## src/rtl/uart_rx_ctrl_cfg.sv

```systemverilog
// Runtime-configurable UART receive controller: frame FSM, edge/bit counters,
// 3-sample majority sampler, LSB-first deserializer and parity/start/stop checks.
module uart_rx_ctrl_cfg #(
  parameter int MAX_DATA_W = 9,
  parameter int PRESCALE_W = 6
) (
  input  logic                  CLK,
  input  logic                  RST,
  input  logic                  RX_IN,
  input  logic [PRESCALE_W-1:0] PRESCALE,
  input  logic [3:0]            DATA_LEN,
  input  logic                  PAR_EN,
  input  logic                  PAR_TYP,
  input  logic                  STOP2,
  output logic [MAX_DATA_W-1:0] P_DATA,
  output logic                  DATA_VALID,
  output logic                  PAR_ERR,
  output logic                  STP_ERR,
  output logic                  STRT_GLITCH,
  output logic                  BUSY
);

  typedef enum logic [2:0] {IDLE, START, DATA, PARITY, STOP, DONE} state_t;

  state_t                  state, state_nx;
  logic [PRESCALE_W-1:0]   e_cnt, e_nx, presc_q, half;
  logic [3:0]              b_cnt, b_nx, len_q;
  logic                    par_en_q, par_typ_q, stop2_q;
  logic                    s0, s1, maj_now, bit_end, samp_pt;
  logic [MAX_DATA_W-1:0]   shift_q, shift_nx;
  logic                    perr_q, perr_nx, serr_q, serr_nx;
  logic                    dv_nx, pe_nx, se_nx, sg_nx, latch_cfg;

  function automatic logic maj3(input logic a, input logic b, input logic c);
    return (a & b) | (a & c) | (b & c);
  endfunction

  // The third sample is taken live at E = H+1, so each bit decision is
  // registered by the edge that opens E = H+2.
  assign half    = presc_q >> 1;
  assign bit_end = (e_cnt == presc_q - PRESCALE_W'(1));
  assign samp_pt = (e_cnt == half + PRESCALE_W'(1));
  assign maj_now = maj3(s0, s1, RX_IN);

  always_comb begin
    state_nx  = state;
    e_nx      = bit_end ? '0 : e_cnt + PRESCALE_W'(1);
    b_nx      = b_cnt;
    shift_nx  = shift_q;
    perr_nx   = perr_q;
    serr_nx   = serr_q;
    dv_nx     = 1'b0;
    pe_nx     = 1'b0;
    se_nx     = 1'b0;
    sg_nx     = 1'b0;
    latch_cfg = 1'b0;
    case (state)
      IDLE: begin
        e_nx = '0;
        if (!RX_IN) begin
          state_nx  = START;
          e_nx      = PRESCALE_W'(1);
          latch_cfg = 1'b1;
        end
      end
      START: begin
        if (samp_pt && maj_now) begin
          sg_nx    = 1'b1;
          state_nx = IDLE;
          e_nx     = '0;
        end else if (bit_end) begin
          state_nx = DATA;
          b_nx     = '0;
        end
      end
      DATA: begin
        if (samp_pt && (b_cnt < 4'(MAX_DATA_W))) shift_nx[b_cnt] = maj_now;
        if (bit_end) begin
          if (b_cnt == len_q - 4'd1) begin
            state_nx = par_en_q ? PARITY : STOP;
            b_nx     = '0;
          end else begin
            b_nx = b_cnt + 4'd1;
          end
        end
      end
      PARITY: begin
        if (samp_pt) perr_nx = (maj_now != ((^shift_q) ^ par_typ_q));
        if (bit_end) begin
          state_nx = STOP;
          b_nx     = '0;
        end
      end
      STOP: begin
        if (samp_pt && !maj_now) serr_nx = 1'b1;
        if (bit_end) begin
          if (b_cnt == {3'b000, stop2_q}) begin
            state_nx = DONE;
            e_nx     = '0;
            dv_nx    = !perr_nx && !serr_nx;
            pe_nx    = perr_nx;
            se_nx    = serr_nx;
          end else begin
            b_nx = b_cnt + 4'd1;
          end
        end
      end
      DONE: begin
        e_nx     = '0;
        state_nx = IDLE;
        if (!RX_IN) begin
          state_nx  = START;
          e_nx      = PRESCALE_W'(1);
          latch_cfg = 1'b1;
        end
      end
      default: begin
        state_nx = IDLE;
        e_nx     = '0;
      end
    endcase
    if (latch_cfg) begin
      shift_nx = '0;
      perr_nx  = 1'b0;
      serr_nx  = 1'b0;
    end
  end

  always_ff @(posedge CLK or negedge RST) begin
    if (!RST) begin
      state       <= IDLE;
      e_cnt       <= '0;
      b_cnt       <= '0;
      presc_q     <= '0;
      len_q       <= '0;
      par_en_q    <= 1'b0;
      par_typ_q   <= 1'b0;
      stop2_q     <= 1'b0;
      perr_q      <= 1'b0;
      serr_q      <= 1'b0;
      P_DATA      <= '0;
      DATA_VALID  <= 1'b0;
      PAR_ERR     <= 1'b0;
      STP_ERR     <= 1'b0;
      STRT_GLITCH <= 1'b0;
      BUSY        <= 1'b0;
    end else begin
      state       <= state_nx;
      e_cnt       <= e_nx;
      b_cnt       <= b_nx;
      perr_q      <= perr_nx;
      serr_q      <= serr_nx;
      DATA_VALID  <= dv_nx;
      PAR_ERR     <= pe_nx;
      STP_ERR     <= se_nx;
      STRT_GLITCH <= sg_nx;
      BUSY        <= (state_nx != IDLE);
      if (dv_nx) P_DATA <= shift_q;
      if (latch_cfg) begin
        presc_q   <= PRESCALE;
        len_q     <= DATA_LEN;
        par_en_q  <= PAR_EN;
        par_typ_q <= PAR_TYP;
        stop2_q   <= STOP2;
      end
    end
  end

  // Datapath registers: meaningful only while a frame is in flight.
  always_ff @(posedge CLK) begin
    shift_q <= shift_nx;
    if (e_cnt == half - PRESCALE_W'(1)) s0 <= RX_IN;
    if (e_cnt == half) s1 <= RX_IN;
  end

endmodule

```

## config.mk

```make
export PLATFORM = sky130hd
export DESIGN_NAME = uart_rx_ctrl_cfg
export DESIGN_NICKNAME = d
export VERILOG_FILES = /design/src/rtl/uart_rx_ctrl_cfg.sv
export SDC_FILE = /design/constraint.sdc
export NUM_CORES = 1
export LEC_CHECK = 0
export ABC_AREA = 1
export BUFFER_PORTS_ARGS = -buffer_cell sky130_fd_sc_hd__buf_2
export CAP_MARGIN = 20
export CELL_PAD_IN_SITES_DETAIL_PLACEMENT = 1
export CELL_PAD_IN_SITES_GLOBAL_PLACEMENT = 1
export CORE_MARGIN = 2
export CORE_UTILIZATION = 47
export DETAILED_ROUTE_END_ITERATION = 10
export GPL_ROUTABILITY_DRIVEN = 0
export PLACE_DENSITY_LB_ADDON = 0.1
export RECOVER_POWER = 100
export SLEW_MARGIN = 20
export SYNTH_ARGS = -nofsm -noshare
export SYNTH_HDL_FRONTEND = slang
export SYNTH_SLANG_ARGS = --single-unit
```

## constraint.sdc

```tcl
create_clock -name CLK -period 3.3 [get_ports CLK]
set_input_delay 0.66 -clock CLK [delete_from_list [all_inputs] [get_ports CLK]]
set_output_delay 0.66 -clock CLK [all_outputs]
set_load 0.02 [all_outputs]
```

Word level (Yosys, flattened, before mapping)
Cells that the tools add are included.

Register bits after elaboration: 53. Input port bits: 16. Output and inout port bits: 14. Word-level logic and storage cells: 117.

Add/subtract/negate cells: 6. $lt $le $gt $ge: 3. Equality and inequality tests: 16. Multiplexer cells: 47. Bitwise logic cells: 6. Reductions and logical operators: 20.

Operator list (count): two-way mux 3 bit (9); two-way mux 4 bit (6); two-way mux 6 bit (4); one-hot mux 6 bit (4 select lines) (1); two-way mux 1 bit (23); == test 6 bit (3); one-hot mux 3 bit (6 select lines) (1); one-hot mux 4 bit (4 select lines) (1); bitwise mux 9 bit (1); parity 9 bit (1); != test 2 bit, second input constant (4); adder 5 x 1 -> 6 bit, second input constant (1); adder 6 x 1 -> 6 bit, second input constant (1); == test 3 x 2 -> 1 bit, second input constant (2); == test 3 bit, second input constant (2); == test 6 x 5 -> 1 bit (1); nonzero test 2 bit (3); subtractor 5 x 1 -> 6 bit, second input constant (1); subtractor 6 x 1 -> 6 bit, second input constant (1); logical AND 1 bit (5); less-than comparator 4 x 5 -> 1 bit, second input constant (1); AND reduction 5 bit (1); adder 4 x 1 -> 4 bit, second input constant (1); demux 1 bit (select 4 bit) (1); 16 further kinds (23).

Depth between registers and ports, before layout
Gate-level depths: netlist of the first run.

Depth after elaboration: 12. Depth in mapped cells: 15. Depth with buffers taken out: 15.

Least setup slack after synthesis of the first run
Ideal clock, no wire load.

Path type: register -> register. From: reg presc_q[1]. To: reg P_DATA[7]. Data arrival time: 1.793 ns. Data required time: 3.183 ns. Setup slack: 1.390 ns. Cell stages (with the launch flop): 13. Path buffers: 1. Period minus slack after synthesis: 1.910 ns. Cell sequence: dfrtp_1 inv_1 ha_1 xnor2_1 nor2_1 nand2_1 nor2_2 nand3_4 nor2_4 nand2_4 buf_8 nand2_2 o21ai_2.

Word-level cells in the longest chain between the ends: 10. Elaborated cells on any way between the ends: 12.

Ends and longest elaborated chain: from (decl) (RTL line 26) `logic [PRESCALE_W-1:0] e_cnt, e_nx, presc_q, half;`; from (signal assigned) (RTL line 134) `presc_q <= '0;`; from (signal assigned) (RTL line 160) `presc_q <= PRESCALE;`; adder 5 x 1 -> 6 bit (RTL line 42) `assign samp_pt = (e_cnt == half + PRESCALE_W'(1));`; == test 6 bit (RTL line 42); logical AND 1 bit (RTL line 95) `if (samp_pt && !maj_now) serr_nx = 1'b1;`; two-way mux 1 bit (RTL line 95); two-way mux 1 bit (RTL line 57) `case (state)`; zero test 1 bit (RTL line 100) `dv_nx = !perr_nx && !serr_nx;`; logical AND 1 bit (RTL line 100); two-way mux 1 bit (RTL line 97) `if (b_cnt == {3'b000, stop2_q}) begin`; two-way mux 1 bit * (RTL line 96) `if (bit_end) begin`; two-way mux 1 bit * (RTL line 57); to (signal assigned) (RTL line 158) `if (dv_nx) P_DATA <= shift_q;`; to (decl) (RTL line 15) `output logic [MAX_DATA_W-1:0] P_DATA,`.

Mark *: on every way between the ends. The rest lies on a longest branch, timed or not. The select of a mux whose other input is x is not followed. A chain may end at the register's enable or synchronous reset.

Worst setup path in the final report of the first run
From: reg presc_q[2]. To: reg P_DATA[2].

Word-level cells in the longest chain between the ends: 10. Elaborated cells on any way between the ends: 12.

Ends and longest elaborated chain: adder 5 x 1 -> 6 bit (RTL line 42); == test 6 bit (RTL line 42); logical AND 1 bit (RTL line 95); two-way mux 1 bit (RTL line 95); two-way mux 1 bit (RTL line 57); zero test 1 bit (RTL line 100); logical AND 1 bit (RTL line 100); two-way mux 1 bit (RTL line 97); two-way mux 1 bit * (RTL line 96); two-way mux 1 bit * (RTL line 57); net dv_nx (RTL line 32) `logic dv_nx, pe_nx, se_nx, sg_nx, latch_cfg;`.

Mark *: on every way through the listed nets, which the timed path passes. The rest lies on a longest branch. The select of a mux whose other input is x is not followed.

==> flow_summary.yaml, run 1 <==
clocking:
  cts_resized: 0
  clock_sinks: 53
  clk_pin_slew_ns: 0.10
  cts-root-buf: "clkbuf_8"
  cts_tree: "yes"
  postCtsSetupBuffers: 0
  cts_buffer_depth: 2
  htreeDepth: 2
  cts_hold_buf: 0
  numCtsBuffers: 5
  clock_latency_ns: 0.31
global_routing:
  groute.usage.overall: 0.2343
  grt_pass1_wl_um: 14170
  grt_start_max_net_pins: 43
  grt.overflow.total: 0
  first_global_vias: 2936
  antenna_found_initial: 0
power_and_ir_drop:
  power_leakage_uw: 0.001801
  peakVddDrop_v: 0.0004296
  pwr-share-comb: 0.522
  p_sw_frac: 0.4874
  power_frac_seq: 0.340
  p_sw_uw: 1479
  power_density_nw_per_um2: 849.6
  intPower_uw: 1556
  clkPwrFrac: 0.139
sta:
  fin_tns_setup_ns: 0
  min_period_ns: 2.590
  setup_viol: 0
  finalHoldViolCount: 0
  rsz0062_at_grt: "false"
  relSlewSlack: -0.5398
  fmax_ghz: 0.3861
  drv_slew: 43
  worstMarginPinSlew_ns: 2.310
  skew_ns: 0.006925
  fin_crit_sh: 0.7849
die:
  die_h_um: 88.10
  fp.dieW_um: 88.10
  io_pins: 30
  core_area_sq_um: 6832
  rows: 30
  fp.dieArea_sq_um: 7762
  initial_utilization: 0.4866
worst_setup_path:
  cp.arrival_ns: 2.84
  crit_fanout: 11
  endpoint_kind: "flip-flop"
  crit_path_start_kind: "flip-flop"
  path_class: "reg2reg"
  crit_start: "presc_q[2]$_DFFE_PN0P_"
  rrSetupSlack_ns: 0.71
  critPathRequiredTime_ns: 3.55
  r2r-start: "presc_q[2]$_DFFE_PN0P_"
outcome:
  status: "finished with violations"
  violations: "max-capacitance violations, max-slew violations"
placement:
  dp.cells: 575
  place_hpwl_um: 6599
  port_buffers: 29
yosys:
  syn_area_sq_um: 3324
  synthDominantCellAreaShare: 0.3161
  yosys_warnings: 0
  synth_area_leaders: "dfrtp_1 (32%), nand2_1 (15%), inv_1 (5.8%)"
  synthCells: 457
  synth_fp_nets: 484
  postSynthAreaPerCell_sq_um: 7.274
  synth_top_cell_by_area: "dfrtp_1"
  ys_types: 37
  synth.ff_latch_count: 53
  synthArstFlopShare: 0.7925
  ys.flop_type: "dfrtp_1"
  yosysSeqAreaShare: 0.3884
  synth_edf_count: 2
hold_path:
  min_from: "shift_q[8]$_SDFFE_PP0P_"
  hp-class: "reg2reg"
finish:
  drive_above_1_share: 0.1211
  nNetsFinal: 513
  seqCellArea_sq_um: 1291
  multi_input_area_sq_um: 1684
  fin_cells: 583
  nFillCells: 925
  antenna_cells: 0
  area_growth_pct: 7.452
routing:
  routedWlPerCell_um: 14.42
  firstDrtPassIters: 4
  via_count: 2896
  drt_iter0_markers: 147
  via_per_inst: 4.967
  route.antenna.remaining_nets: 0
  postRouteWirelength_um: 8406
  route.detailed.drc: 0
run:
  drv_cap: 1
[layout by cell type (no fill, tap or decap), types with 3 or more instances in the layout]
cell type | netlist | layout
clkbuf_8 | 0 | 5
o21ai_2 | 4 | 3
xnor2_1 | 13 | 13
nor2_1 | 46 | 49
nand2_2 | 22 | 16
o21ai_0 | 19 | 21
nand3_1 | 30 | 31
nor2_2 | 4 | 4
nand4_1 | 3 | 3
xor2_1 | 10 | 10
a21oi_1 | 12 | 12
dfxtp_1 | 9 | 9
nor3_1 | 2 | 3
clkbuf_1 | 3 | 17
inv_2 | 9 | 6
inv_1 | 51 | 54
ha_1 | 11 | 11
o21ai_1 | 4 | 3
buf_2 | 2 | 13
dfrtp_1 | 42 | 42
nand2_1 | 135 | 141
[cells in the mapped netlist (2+ instances only)]
master / count
nand2_1: 135
inv_1: 51
nor2_1: 46
dfrtp_1: 42
nand3_1: 30
nand2_2: 22
o21ai_0: 19
xnor2_1: 13
a21oi_1: 12
ha_1: 11
xor2_1: 10
dfxtp_1: 9
inv_2: 9
nor2_2: 4
nor2_4: 4
o21ai_1: 4
o21ai_2: 4
clkbuf_1: 3
nand4_1: 3
buf_2: 2
buf_4: 2
clkinv_2: 2
edfxtp_1: 2
nand3_2: 2
nand3b_1: 2
nor3_1: 2
nor3_2: 2
[cells by family (layout without fill, tap and decap cells)]
kind of cell / Yosys count / after routing / synth area share
AOI/OAI and AO/OA: 42 / 42 / 0.07038
xor gates and xnor gates: 23 / 23 / 0.06059
adders and majority gates: 11 / 11 / 0.04140
buffers and inverters: 71 / 101 / 0.08731
DFF: 53 / 53 / 0.3884
and+or+nand+nor: 257 / 257 / 0.3519
[metrics by stage]
stage / hold WS (ns) / util / instance area, sq um / setup WS, ns / power (uW)
floorplan: 0.3644 / - / 3324 / 1.390 / 2276
detailed placement: 0.4649 / 0.5194 / 3548 / 1.016 / 2695
finish: 0.4792 / 0.5229 / 3572 / 0.7098 / 3035
CTS: 0.4788 / 0.5353 / 3657 / 1.043 / 3135
global route: 0.5151 / 0.5229 / 3572 / 0.4245 / 3336
global placement: 0.4669 / 0.5194 / 3548 / 1.131 / 2610
[critical path, cell delays in order (launching register included)]
cell and delay [ns]:
dfrtp_1 0.48, inv_1 0.14, ha_1 0.20, nand2_1 0.14, nand2_1 0.11, inv_1 0.07
nand2_1 0.05, nand2_1 0.08, nand2_2 0.05, nor2_1 0.19, nand3_1 0.21, nor2_1 0.23
nand2_4 0.16, inv_1 0.24, nand2_1 0.11, nand2_1 0.07
[power groups by stage]
| stage | Sequential [uW] | Clock [uW] | Combinational (uW) |
|---|---|---|---|
| final | 1030 | 422 | 1580 |
| after global routing | 1060 | 462 | 1810 |
| after floorplan | 966 | 0 | 1310 |
| after CTS | 1030 | 433 | 1670 |
| after detailed placement | 1040 | 0 | 1650 |
| after global placement | 1040 | 0 | 1570 |
[metal layers]
metal / part of all wire / global-route usage
met1: 0.50 / 0.3400
met2: 0.47 / 0.3809
met3: 0.026 / 0.03864
met4: 0.0040 / 0.02893
met5: 0 / 0
[path summary, 6_finish.rpt]
path                                          to  depth (start not counted)
max in group asynchronous   len_q[2]$_DFFE_PN0P_                          1
min in group asynchronous   DATA_VALID$_DFF_PN0_                          1
setup / recovery           P_DATA[2]$_DFFE_PN0P_                         15
setup reg to reg           P_DATA[2]$_DFFE_PN0P_                         15
hold reg to reg            P_DATA[8]$_DFFE_PN0P_                          2
hold / removal             P_DATA[8]$_DFFE_PN0P_                          2
[cell type report]
type	count	area share
inverter	63	0.06690
timing repair buffer	30	0.03608
clock inverter	2	0.004203
clock buffer	6	0.02627
tap	96	0.03363
sequential	53	0.3615
multi-input combinational	333	0.4715
[registers in the layout (all words and copies together) (netlist names), 3 cells and up]
name     count
len_q        4
state        3
shift_q      9
b_cnt        4
e_cnt        6
presc_q      6
P_DATA       9
No activity file was read; power rests on OpenSTA's default activity.
==> run 2: changes to the inputs <==
- CORE_UTILIZATION: 47 -> 44
- clock period: 3.3 -> 2.6 ns (I/O delays scaled with it)
==> run 2 against run 1 <==
Compared with the run above:
- the flow now finishes without violations
- combinational power grew 29%
- clock power up 43%
- via count grew 0.28%
- non-clock buffer count unchanged
- sequential share of layout area fell by 0.55 points
- design area up 1.5%
- fmax grew 12%
- worst hold slack lost 0.086 ns
- sequential cell count stayed put
- first-iteration DRC count is 50% lower
- register-to-register slack worse by 0.43 ns
- final cell count increased by 0.51%
- largest cell class unchanged
==> flow_summary.yaml, run 2 (synthesized netlist as in run 1, its figures left out) <==
die:
  die_h_um: 90.92
  initial_utilization: 0.4559
  fp.dieW_um: 90.92
  fp.dieArea_sq_um: 8266
  rows: 31
  io_pins: 30
  core_area_sq_um: 7292
sta:
  fin_crit_sh: 0.8910
  drv_slew: 0
  rsz0062_at_grt: "false"
  skew_ns: 0.01148
  min_period_ns: 2.317
  finalHoldViolCount: 0
  fmax_ghz: 0.4317
  setup_viol: 0
  relSlewSlack: 0.2730
  fin_tns_setup_ns: 0
  worstMarginPinSlew_ns: 1.090
clocking:
  clk_pin_slew_ns: 0.11
  clock_latency_ns: 0.31
  cts_buffer_depth: 2
  cts_resized: 0
  cts_hold_buf: 0
  cts_tree: "yes"
  clock_sinks: 53
  cts-root-buf: "clkbuf_8"
  postCtsSetupBuffers: 0
  numCtsBuffers: 5
  htreeDepth: 2
worst_setup_path:
  crit_path_start_kind: "flip-flop"
  critPathRequiredTime_ns: 2.82
  endpoint_kind: "flip-flop"
  cpMaxStageDelayCell: "dfrtp_1"
  cp.arrival_ns: 2.53
  cpPeakStageDelay_ns: 0.50
  crit_fanout: 8
  path_class: "reg2reg"
  cp_cell_sequence: "inv_1, ha_1, inv_1, nand2_1, nand2_1, nor2_1, nand2_1, nor2_1, nand2_2, inv_1, nand2_2, nor2_1, nand3_1, nand2_1, nor2_1"
global_routing:
  first_global_vias: 3068
  antenna_found_initial: 0
  grt.overflow.total: 0
  grt_pass1_wl_um: 14700
  grt_start_max_net_pins: 43
  groute.usage.overall: 0.2177
routing:
  via_count: 2904
  via_per_inst: 4.956
  firstDrtPassIters: 4
  routedWlPerCell_um: 14.45
  drt_iter0_markers: 74
  route.detailed.drc: 0
  route.antenna.remaining_nets: 0
  postRouteWirelength_um: 8468
finish:
  final_cell_area_sq_um: 3627
  finish.utilization: 0.4974
  top_regs: "P_DATA: 9 flops, shift_q: 9 flops"
  mostFrequentLayoutCells: "nand2_1 (137), inv_1 (55), nor2_1 (47)"
  drive_above_1_share: 0.1417
  layout_commonest_cell: "nand2_1"
  antenna_cells: 0
  nNetsFinal: 513
  area_growth_pct: 9.108
power_and_ir_drop:
  peakVddDrop_v: 0.0005014
  finalPower_uw: 3957
  power_density_nw_per_um2: 1091
  power_leakage_uw: 0.001828
run:
  drv_cap: 0
placement:
  port_buffers: 29
  placed_area_sq_um: 3552
  place_hpwl_um: 6568
hold_path:
  hp-class: "in2async"
outcome:
  status: "completed"
-- run 2: cell count changes in the layout (fill, tap and decap cells not counted), moves of 2 or more --
cell / change
nand2_1: -4
nand2_2: +4
clkbuf_1: -2
clkbuf_2: +2
nor2_1: -2
-- run 2: metrics by stage --
stage | hold slack, ns | instances | setup slack (ns)
after floorplan | 0.2244 | 457 | 0.6901
after detailed placement | 0.4698 | 578 | 0.3837
final | 0.3937 | 586 | 0.2834
after CTS | 0.3850 | 586 | 0.3489
after global routing | 0.4125 | 586 | 0.07242
after global placement | 0.4676 | 578 | 0.4975
-- run 2: final cells by class --
| cell class | instances | area (sq um) |
|---|---|---|
| fillers | 987 | 3665 |
| well taps | 99 | 123.9 |
| clock inverters | 3 | 50.05 |
| clock buffers | 5 | 68.82 |
| flip-flops and latches | 53 | 1291 |
| multi-input cells | 333 | 1725 |
| repair buffers | 30 | 131.4 |
| inverters | 63 | 236.5 |
-- run 2: layer usage --
metal | track usage | up-vias | routed length [um]
li1 | - | 1467 | -
met1 | 0.3044 | 1393 | 4304
met2 | 0.3691 | 38 | 3903
met3 | 0.02588 | 6 | 202
met4 | 0.03409 | 0 | 57
met5 | 0 | - | 0
-- run 2: path summary, 6_finish.rpt --
check	startpoint	to	slack [ns]	cells after the start
min in group CLK	DATA_LEN[2]	len_q[2]$_DFFE_PN0P_	0.41	3
max reg2reg	presc_q[2]$_DFFE_PN0P_	shift_q[0]$_SDFFE_PP0P_	0.28	15
max in group asynchronous	RST	e_cnt[0]$_DFF_PN0_	1.55	1
min reg2reg	shift_q[6]$_SDFFE_PP0P_	P_DATA[6]$_DFFE_PN0P_	0.49	2
max	presc_q[2]$_DFFE_PN0P_	shift_q[0]$_SDFFE_PP0P_	0.28	15
min	RST	presc_q[4]$_DFFE_PN0P_	0.39	1
-- run 2: worst max-delay path: cells and delay by family, from the launching register on --
family        cells  cell delay (ns)
simple gates     11             1.14
flops             1             0.50
fa+ha+maj         1             0.31
buf+inv           3             0.28
-- run 2: where the power goes --
group	total, uW	leakage, uW	internal [uW]	switching (uW)
logic	2040	0.00113	696	1340
registers	1310	0.000636	1040	273
clock network	604	0.0000603	296	308
